$ cat src/rtl/pci_pkg.sv
// Shared types and defaults for the PCI bus arbiter.
package pci_pkg;

  typedef enum logic [1:0] {
    DEAD  = 2'd0,
    PARK  = 2'd1,
    GRANT = 2'd2,
    BUSY  = 2'd3
  } arb_state_e;

  localparam int GNT_TIMEOUT_DEF = 16;

endpackage

$ cat src/rtl/pci_arb_rr.sv
// Combinational round-robin search: first requester after last_owner, wrapping.
module pci_arb_rr #(
  parameter int NUM_MASTERS = 4,
  parameter int OW          = $clog2(NUM_MASTERS)
) (
  input  logic [NUM_MASTERS-1:0] req_i,
  input  logic [OW-1:0]          last_owner_i,
  output logic [OW-1:0]          winner_o,
  output logic                   any_o
);

  logic [OW-1:0] idx_s;
  logic          hit_s;

  // Scan farthest offset first so the nearest requester is the last one written.
  always_comb begin
    winner_o = '0;
    any_o    = 1'b0;
    idx_s    = '0;
    hit_s    = 1'b0;
    for (int off = NUM_MASTERS; off >= 1; off--) begin
      idx_s    = OW'((int'(last_owner_i) + off) % NUM_MASTERS);
      hit_s    = req_i[idx_s];
      winner_o = hit_s ? idx_s : winner_o;
      any_o    = any_o | hit_s;
    end
  end

endmodule

$ cat src/rtl/pci_arbiter.sv
// PCI central arbiter: round-robin GNT# with parking, grant timeout and
// an all-high turnaround cycle between different owners.
module pci_arbiter
  import pci_pkg::*;
#(
  parameter int NUM_MASTERS = 4,
  parameter int PARK_ID     = 0,
  parameter int GNT_TIMEOUT = GNT_TIMEOUT_DEF
) (
  input  logic                           clk,
  input  logic                           rst,
  input  logic [NUM_MASTERS-1:0]         req,
  output logic [NUM_MASTERS-1:0]         gnt,
  input  logic                           frame,
  input  logic                           irdy,
  output logic [$clog2(NUM_MASTERS)-1:0] owner,
  output logic                           owner_valid
);

  localparam int            OW       = $clog2(NUM_MASTERS);
  localparam int            CW       = $clog2(GNT_TIMEOUT + 1);
  localparam logic [OW-1:0] PARK_IDX = OW'(PARK_ID);
  localparam logic [OW-1:0] LAST_RST = OW'(NUM_MASTERS - 1);
  localparam logic [CW-1:0] CNT_MAX  = CW'(GNT_TIMEOUT);

  arb_state_e             state_q, state_d;
  logic [OW-1:0]          owner_q, owner_d;
  logic [OW-1:0]          last_owner_q, last_owner_d;
  logic [CW-1:0]          cnt_q, cnt_d, cnt_inc_s;
  logic [NUM_MASTERS-1:0] gnt_q, gnt_d;
  logic                   owner_valid_q, owner_valid_d;
  logic [NUM_MASTERS-1:0] req_s, other_req_s;
  logic [OW-1:0]          rr_last_s, winner_s;
  logic                   any_s, idle_s;

  function automatic logic [NUM_MASTERS-1:0] onehot(input logic [OW-1:0] idx);
    logic [NUM_MASTERS-1:0] one;
    one = {{(NUM_MASTERS-1){1'b0}}, 1'b1};
    return one << idx;
  endfunction

  assign req_s       = ~req;
  assign idle_s      = frame & irdy;
  assign other_req_s = req_s & ~onehot(owner_q);
  assign cnt_inc_s   = (cnt_q >= CNT_MAX) ? CNT_MAX : cnt_q + CW'(1);
  // A BUSY owner is treated as last_owner already, so it only re-wins when alone.
  assign rr_last_s   = (state_q == BUSY) ? owner_q : last_owner_q;

  pci_arb_rr #(
    .NUM_MASTERS(NUM_MASTERS),
    .OW         (OW)
  ) u_rr (
    .req_i       (req_s),
    .last_owner_i(rr_last_s),
    .winner_o    (winner_s),
    .any_o       (any_s)
  );

  always_ff @(posedge clk or negedge rst) begin
    if (!rst) begin
      state_q       <= DEAD;
      owner_q       <= '0;
      last_owner_q  <= LAST_RST;
      cnt_q         <= '0;
      gnt_q         <= '1;
      owner_valid_q <= 1'b0;
    end else begin
      state_q       <= state_d;
      owner_q       <= owner_d;
      last_owner_q  <= last_owner_d;
      cnt_q         <= cnt_d;
      gnt_q         <= gnt_d;
      owner_valid_q <= owner_valid_d;
    end
  end

  always_comb begin
    state_d      = state_q;
    owner_d      = owner_q;
    last_owner_d = last_owner_q;
    cnt_d        = '0;
    case (state_q)
      DEAD: begin
        if (any_s) begin
          state_d = GRANT;
          owner_d = winner_s;
        end else begin
          state_d = PARK;
          owner_d = PARK_IDX;
        end
      end
      PARK: begin
        owner_d = PARK_IDX;
        if (!frame) begin
          state_d = BUSY;
        end else if (any_s) begin
          state_d = (winner_s == PARK_IDX) ? GRANT : DEAD;
        end else begin
          state_d = PARK;
        end
      end
      GRANT: begin
        if (!frame) begin
          state_d = BUSY;
        end else if (idle_s) begin
          cnt_d = cnt_inc_s;
          if (cnt_inc_s == CNT_MAX) begin
            state_d      = DEAD;
            last_owner_d = owner_q;
            cnt_d        = '0;
          end else if (req[owner_q]) begin
            state_d = DEAD;
            cnt_d   = '0;
          end else begin
            state_d = GRANT;
          end
        end else begin
          cnt_d = cnt_q;
        end
      end
      BUSY: begin
        if (idle_s) begin
          last_owner_d = owner_q;
          if (any_s && (winner_s == owner_q) && !gnt_q[owner_q]) begin
            state_d = GRANT;
          end else begin
            state_d = DEAD;
          end
        end else begin
          state_d = BUSY;
        end
      end
      default: begin
        state_d = DEAD;
      end
    endcase
  end

  // Once released during BUSY, gnt stays high until the FSM leaves BUSY.
  always_comb begin
    gnt_d         = '1;
    owner_valid_d = (state_d != DEAD);
    case (state_d)
      PARK, GRANT: gnt_d = ~onehot(owner_d);
      BUSY: begin
        if ((state_q != BUSY) || (!gnt_q[owner_q] && (other_req_s == '0))) begin
          gnt_d = ~onehot(owner_d);
        end else begin
          gnt_d = '1;
        end
      end
      default: gnt_d = '1;
    endcase
  end

  assign gnt         = gnt_q;
  assign owner       = owner_q;
  assign owner_valid = owner_valid_q;

endmodule

$ cat config.mk
export PLATFORM = sky130hd
export DESIGN_NAME = pci_arbiter
export DESIGN_NICKNAME = d
export VERILOG_FILES = /design/src/rtl/pci_pkg.sv /design/src/rtl/pci_arb_rr.sv /design/src/rtl/pci_arbiter.sv
export SDC_FILE = /design/constraint.sdc
export NUM_CORES = 1
export LEC_CHECK = 0
export CAP_MARGIN = 25
export CORE_MARGIN = 2
export CORE_UTILIZATION = 50
export DETAILED_ROUTE_END_ITERATION = 8
export GPL_TIMING_DRIVEN = 0
export HOLD_SLACK_MARGIN = 0.02
export MAX_ROUTING_LAYER = met4
export PLACE_DENSITY = 0.74
export SLEW_MARGIN = 20
export SYNTH_ARGS = -nofsm -noshare
export SYNTH_HDL_FRONTEND = slang
export SYNTH_SLANG_ARGS = --single-unit
$ cat constraint.sdc
create_clock -name clk -period 2.5 [get_ports clk]
set_input_delay 0.5 -clock clk [delete_from_list [all_inputs] [get_ports clk]]
set_output_delay 0.5 -clock clk [all_outputs]
set_load 0.03 [all_outputs]
## Word level (Yosys, flattened, before mapping)

Index checks and enable logic that the tools add are counted.
Widths: inputs -> output; s select.

| word-level totals | value |
|---|---|
| register bits after elaboration | 16 |
| word-level logic and storage cells | 96 |
| input port bits | 8 |
| output and inout port bits | 7 |

| cells by class | value |
|---|---|
| reductions and logical operators | 12 |
| $add $sub $neg | 5 |
| equal/unequal tests | 14 |
| mux-type cells | 43 |
| bitwise gates (word level) | 8 |
| shift-type cells | 2 |
| magnitude comparators | 6 |

Operators by type and width:

| cell | count |
|---|---|
| $mux 2 | 20 |
| $mux 5 | 6 |
| $lt 2x3->1 const B | 5 |
| $bmux 1 s2 | 6 |
| $not 4->4 | 3 |
| $ne 2x2->1 const B | 5 |
| $eq 2x2->1 const B | 4 |
| $pmux 2 s2 | 2 |
| $pmux 2 s4 | 1 |
| $pmux 4 s2 | 1 |
| $shl 1x2->4 const A | 2 |
| $mux 1 | 6 |
| $add 5x1->5 const B | 1 |
| $eq 5x5->1 const B | 1 |
| $ge 5x5->1 const B | 1 |
| $reduce_and 5->1 | 1 |
| $add 2x1->2 const B | 2 |
| $add 2x2->2 const B | 2 |
| $and 4x4->4 | 1 |
| $eq 2x1->1 const B | 2 |
| $logic_not 2->1 | 2 |
| $logic_not 4->1 | 1 |
| $mux 4 | 1 |
| $reduce_bool 2->1 | 2 |
| 8 further kinds | 12 |

## Logic depth before layout (Yosys ltp)

| depth | value |
|---|---|
| word-level depth | 18 |
| depth in mapped cells | 12 |

## Modules after synthesis

A second synthesis with hierarchy kept.

| second synthesis, totals | value |
|---|---|
| cell total of the unflattened synthesis | 118 |
| area, all modules | 1116.1 um2 |

Modules (own cells, without submodules):

| module | sequential area each (um2) | cells each | area each (um2) | instances |
|---|---|---|---|---|
| pci_arbiter | 407.9 | 104 | 1024.7 | 1 |
| pci_arb_rr | 0.0 | 14 | 91.3 | 1 |

## Least setup slack after synthesis

OpenSTA, ideal clock, no wires.

| path | value |
|---|---|
| kind | register to register |
| start | reg owner_q[0] (netlist: owner[0]) |
| end | reg gnt_q[0] (netlist: gnt[0]) |
| library setup time | 94 ps |
| clock period less this slack | 2468 ps |
| arrival time | 2374 ps |
| cell stages (with the launch flop) | 11 |
| slack | 32 ps |
| data required time | 2406 ps |
| cells stage by stage | dfrtp_1 buf_2 and4_1 a31oi_1 o21ba_2 o32ai_1 xor2_1 a31oi_1 ha_1 nor3_1 a21oi_1 |

| on the way | value |
|---|---|
| cells in the longest elaborated chain, start to end | 17 |
| elaborated cells between the ends (all ways) | 56 |
| those cells by class | add/sub: 4; eq/ne: 4; shift: 2; mux: 32; bitwise: 6; reduce/logical: 8 |

Ends and longest elaborated chain:

| element | line | RTL |
|---|---|---|
| from (decl) | pci_arbiter.sv:27 | `logic [OW-1:0] owner_q, owner_d;` |
| from (signal assigned) | pci_arbiter.sv:69 | `owner_q <= owner_d;` |
| $mux 2 | pci_arbiter.sv:47 | `assign rr_last_s = (state_q == BUSY) ? owner_q : last_owner_q;` |
| $add 2x1->2 | pci_arb_rr.sv:22 | `idx_s = OW'((int'(last_owner_i) + off) % NUM_MASTERS);` |
| $bmux 1 s2 | pci_arb_rr.sv:23 | `hit_s = req_i[idx_s];` |
| $mux 1 (not written as such) | pci_arb_rr.sv:23 |  |
| $mux 2 (4 in series) | pci_arb_rr.sv:24 | `winner_o = hit_s ? idx_s : winner_o;` |
| $eq 2x2->1 | pci_arbiter.sv:124 | `if (any_s && (winner_s == owner_q) && !gnt_q[owner_q]) begin` |
| $logic_and 1x1->1 (2 in series) | pci_arbiter.sv:124 |  |
| $mux 2 | pci_arbiter.sv:124 |  |
| $mux 2 | pci_arbiter.sv:122 | `if (idle_s) begin` |
| $pmux 2 s4 | pci_arbiter.sv:82 | `case (state_q)` |
| $eq 2x1->1 / $eq 2x2->1 (equally long branches) | pci_arbiter.sv:143 | `case (state_d)` |
| $reduce_or 2->1 | pci_arbiter.sv:143 |  |
| $pmux 4 s2 (*) | pci_arbiter.sv:143 |  |
| named net gnt_d[0] | pci_arbiter.sv:30 | `logic [NUM_MASTERS-1:0] gnt_q, gnt_d;` |
| to (signal assigned) | pci_arbiter.sv:72 | `gnt_q <= gnt_d;` |
| to (decl) | pci_arbiter.sv:30 |  |

The timed path passes the listed nets; every way through them passes the cells marked *. The select of a mux whose other input is x is not followed.
A chain may end at the register's enable or synchronous reset.

## Worst setup path after layout

| path | value |
|---|---|
| start | reg state_q[0] |
| end | reg gnt_q[1] (netlist: gnt[1]) |

| on the way | value |
|---|---|
| cells in the longest elaborated chain, start to end | 18 |
| elaborated cells between the ends (all ways) | 49 |
| those cells by class | add/sub: 4; eq/ne: 8; shift: 1; mux: 26; bitwise: 4; reduce/logical: 6 |

Ends and longest elaborated chain:

| element | line | RTL |
|---|---|---|
| from (decl) | pci_arbiter.sv:26 | `arb_state_e state_q, state_d;` |
| from (signal assigned) | pci_arbiter.sv:68 | `state_q <= state_d;` |
| $eq 2x2->1 | pci_arbiter.sv:47, pci_arbiter.sv:82 |  |
| $mux 2 | pci_arbiter.sv:47 |  |
| $add 2x1->2 | pci_arb_rr.sv:22 |  |
| $bmux 1 s2 | pci_arb_rr.sv:23 |  |
| $mux 1 (not written as such) | pci_arb_rr.sv:23 |  |
| $mux 2 (4 in series) | pci_arb_rr.sv:24 |  |
| $eq 2x2->1 | pci_arbiter.sv:124 |  |
| $logic_and 1x1->1 (2 in series) | pci_arbiter.sv:124 |  |
| $mux 2 | pci_arbiter.sv:124 |  |
| $mux 2 | pci_arbiter.sv:122 |  |
| $pmux 2 s4 | pci_arbiter.sv:82 |  |
| $eq 2x1->1 / $eq 2x2->1 (equally long branches) | pci_arbiter.sv:143 |  |
| $reduce_or 2->1 | pci_arbiter.sv:143 |  |
| $pmux 4 s2 (*) | pci_arbiter.sv:143 |  |
| named net gnt_d[1] | pci_arbiter.sv:30 |  |

Marks and branches as above.

==> summary.txt <==
Max FO, Critical Path -> 10
EDFF count, synth -> 0
Hold Buf Count CTS -> 0
Row count -> 17
Synthesized Nets -> 134
Final Skew -> 0.00987 ns
Worst-Skew Late Latency -> 0.28 ns
GRT Overall Usage -> 21.8%
Main synth FF type -> dfrtp_1
Pre-antenna DRT Iters -> 4
Sequential power share -> 27.0%
Most area-hungry cell type in the Yosys netlist -> dfrtp_1
Largest net degree at the start of global routing -> 17
Kind of critical path -> flop to flop
CTS Root Cell -> clkbuf_4
Min cycle time layout -> 2.56 ns
WL final -> 2.73 mm
Vias -> 1010
Die Y -> 51.5 µm
Clock Power Share -> 9.0%
GPL Wtd Cong -> 0.821
CTS buffer count -> 3
Max layer used -> met4
Via density -> 5.84
Pwr/cell area -> 1060 mW/mm²
Synth warn -> 0
#FFs+latches synth -> 16
DP HPWL -> 1.84 mm
Total number of H-tree levels -> 1
Internal power -> 877 µW
CTS Sinks -> 16
Post-synthesis mux area share -> 8.22%
DP Worst Slack -> -0.532 ns
Worst slew pin tran -> 0.715 ns
Buffers and inverters on the worst path -> 1
Synth Area per Inst -> 9.31 µm²
Post-synthesis sequential area ratio -> 36.2%
Share of cells above drive strength 1 -> 35.9%
Post-synthesis cell count -> 121
Crit path largest cell delay -> 0.37 ns
Pleak -> 0.000590 µW
First-pass GRT wire length -> 4.20 mm
Final worst-path cycle share -> 103%
Routed len/inst -> 15.8 µm
CP arrival -> 2.77 ns
Failing checks -> negative setup slack
Sw frac -> 44.7%
Setup-failing EPs final -> 4
Initial DRC Count -> 19
Synth unique cells -> 46
Ranking of synthesized cells by area -> dfrtp_1 (22%), dfstp_2 (14%), ha_1 (5.6%)
TritonCTS clock tree -> done
Met2 routed WL -> 1.39 mm
Simple-gate area share of the yosys netlist -> 21.2%
Crit path cell chain -> clkbuf_2 -> and4_1 -> a31oi_4 -> o21ba_2 -> o32ai_2 -> xor2_1 -> a31oi_2 -> ha_2 -> a41oi_2 -> nor2b_4 -> a21oi_1
Clk buf depth -> 2
Commonest cells after routing, fill and taps aside -> clkdlybuf4s50_1 (11), nand2_1 (10), a21oi_1 (9), dfrtp_1 (9), buf_4 (8)
Remaining antenna violation count -> 0
Area share of fa/ha/maj cells after synthesis -> 5.56%
Nets -> 159
Count of pins over their slew limit -> 0
Max-cap violation count -> 0
Most common cell after layout, fill and taps aside -> clkdlybuf4s50_1
Fillers -> 181
Psw -> 710 µW
Comb power frac -> 64.1%
Layout area overhead -> 33.1%
Asr flop ratio synth -> 100%
Compound-gate portion of the synthesized area -> 22.1%
Outcome -> finished, violations left
Die W -> 51.5 µm
Synth Area in XOR/XNOR -> 2.33%
Peak Freq -> 390 MHz
Remaining DRCs -> 0
# diodes -> 0
Main combinational cell family by area after synthesis -> compound AO/OA/AOI/OAI gates
CP Launch Type -> flop
Ports -> 15
Initial core utilization -> 51.9%
CP Capture Type -> flop
Reg clk slew, reported paths -> 0.10 ns
RSZ-0062 raised after global routing -> true
Initial antenna violation count -> 0
Setup slack after layout -> -0.0645 ns
Grt total ovfl -> 0
Worst path slowest cell -> dfrtp_1
Req. time, crit path -> 2.70 ns
Post-layout util -> 69.1%
HP Class -> flop to flop
WHS -> 0.530 ns
Core area -> 0.00217 mm²
Die area -> 0.00265 mm²
Port Buf Inserts -> 13
Yosys top cell area share -> 22.2%
Cell area after synthesis -> 0.00113 mm²
M1 WL -> 1.24 mm
Vias in the first global route -> 913
Met3 routed WL -> 80 µm
Top delay family on crit path -> compound AO/OA/AOI/OAI gates
Rel. slew slack -> 52.2%
VDD IR max -> 0.000780 V
Final hold vios -> 0
power groups by stage:
stage / combinational (µW) / sequential (µW) / clock, µW
after floorplan: 486 / 510 / 0
after global placement: 778 / 427 / 0
after detailed placement: 791 / 429 / 0
after CTS: 835 / 424 / 146
after global routing: 1090 / 436 / 158
final: 1020 / 428 / 142
cell type report:
| type | count | area, µm² | area share (%) |
|---|---|---|---|
| buffer | 5 | 30.0 | 2.00 |
| clock buffer | 4 | 26.3 | 1.75 |
| inverter | 7 | 26.3 | 1.75 |
| multi-input combinational | 93 | 792 | 52.8 |
| sequential | 16 | 409 | 27.3 |
| tap | 28 | 35.0 | 2.34 |
| timing repair buffer | 20 | 180 | 12.0 |
registers in the layout, summed over array words and instances (netlist names):
register      count
state_q           2
owner             2
owner_valid       1
gnt               4
last_owner_q      2
cnt_q             5
layer usage:
metal / up-vias / global-route usage (%)
li1: 493 / -
met1: 496 / 29.8
met2: 19 / 35.5
met3: 2 / 1.75
met4: 0 / 5.26
met5: - / -
synthesized netlist by cell type (2+ instances only):
cell type,instances
o21ai_0,4
or3_1,2
nand2_1,10
ha_1,5
xnor2_1,2
and2_1,5
clkbuf_1,2
mux2_2,2
o21a_1,2
dfrtp_1,10
inv_1,7
buf_2,3
mux4_2,2
nand3_1,3
nor2_1,8
a211oi_1,3
dfstp_2,6
a21oi_1,11
nor3_1,4
a22o_1,2
a31oi_1,3
path summary, 6_finish.rpt:
path                              end       start  slack (ns)  cells after the start
max in group asynchronous  state_q[1]         rst        1.38                      1
setup / recovery               gnt[1]  state_q[0]       -0.06                     11
hold reg to reg              cnt_q[2]    cnt_q[2]        0.53                      1
min in group asynchronous    cnt_q[1]         rst        0.63                      1
hold / removal               cnt_q[2]    cnt_q[2]        0.53                      1
setup reg to reg               gnt[1]  state_q[0]       -0.06                     11
cells by family after synthesis:
family | Yosys count
simple gates | 44
compound gates | 35
flops | 16
buf+inv | 12
mux | 6
fa+ha+maj | 5
xor+xnor | 3
per-stage QoR:
stage	cell area, µm²	cells	setup TNS, ns	total power (µW)
floorplan	1130	121	0	995
global placement	1290	162	-2.01	1200
detailed placement	1290	162	-2.12	1220
CTS	1370	168	0	1410
global route	1500	173	-0.597	1690
finish	1500	173	-0.209	1590
worst register-to-register path, cell delays in order (launching register included):
cell,delay [ns]
dfrtp_1,0.37
clkbuf_2,0.21
and4_1,0.27
a31oi_4,0.06
o21ba_2,0.23
o32ai_2,0.18
xor2_1,0.32
a31oi_2,0.18
ha_2,0.22
a41oi_2,0.19
nor2b_4,0.19
a21oi_1,0.07
repair_timing:
item	4_1_cts	5_1_grt
gates cloned	0	0
gates resized for setup	10	23
pin swaps	1	3
setup endpoints to repair	4	4
buffers inserted	2	5
Note: power is estimated with default switching activity, not from simulation.
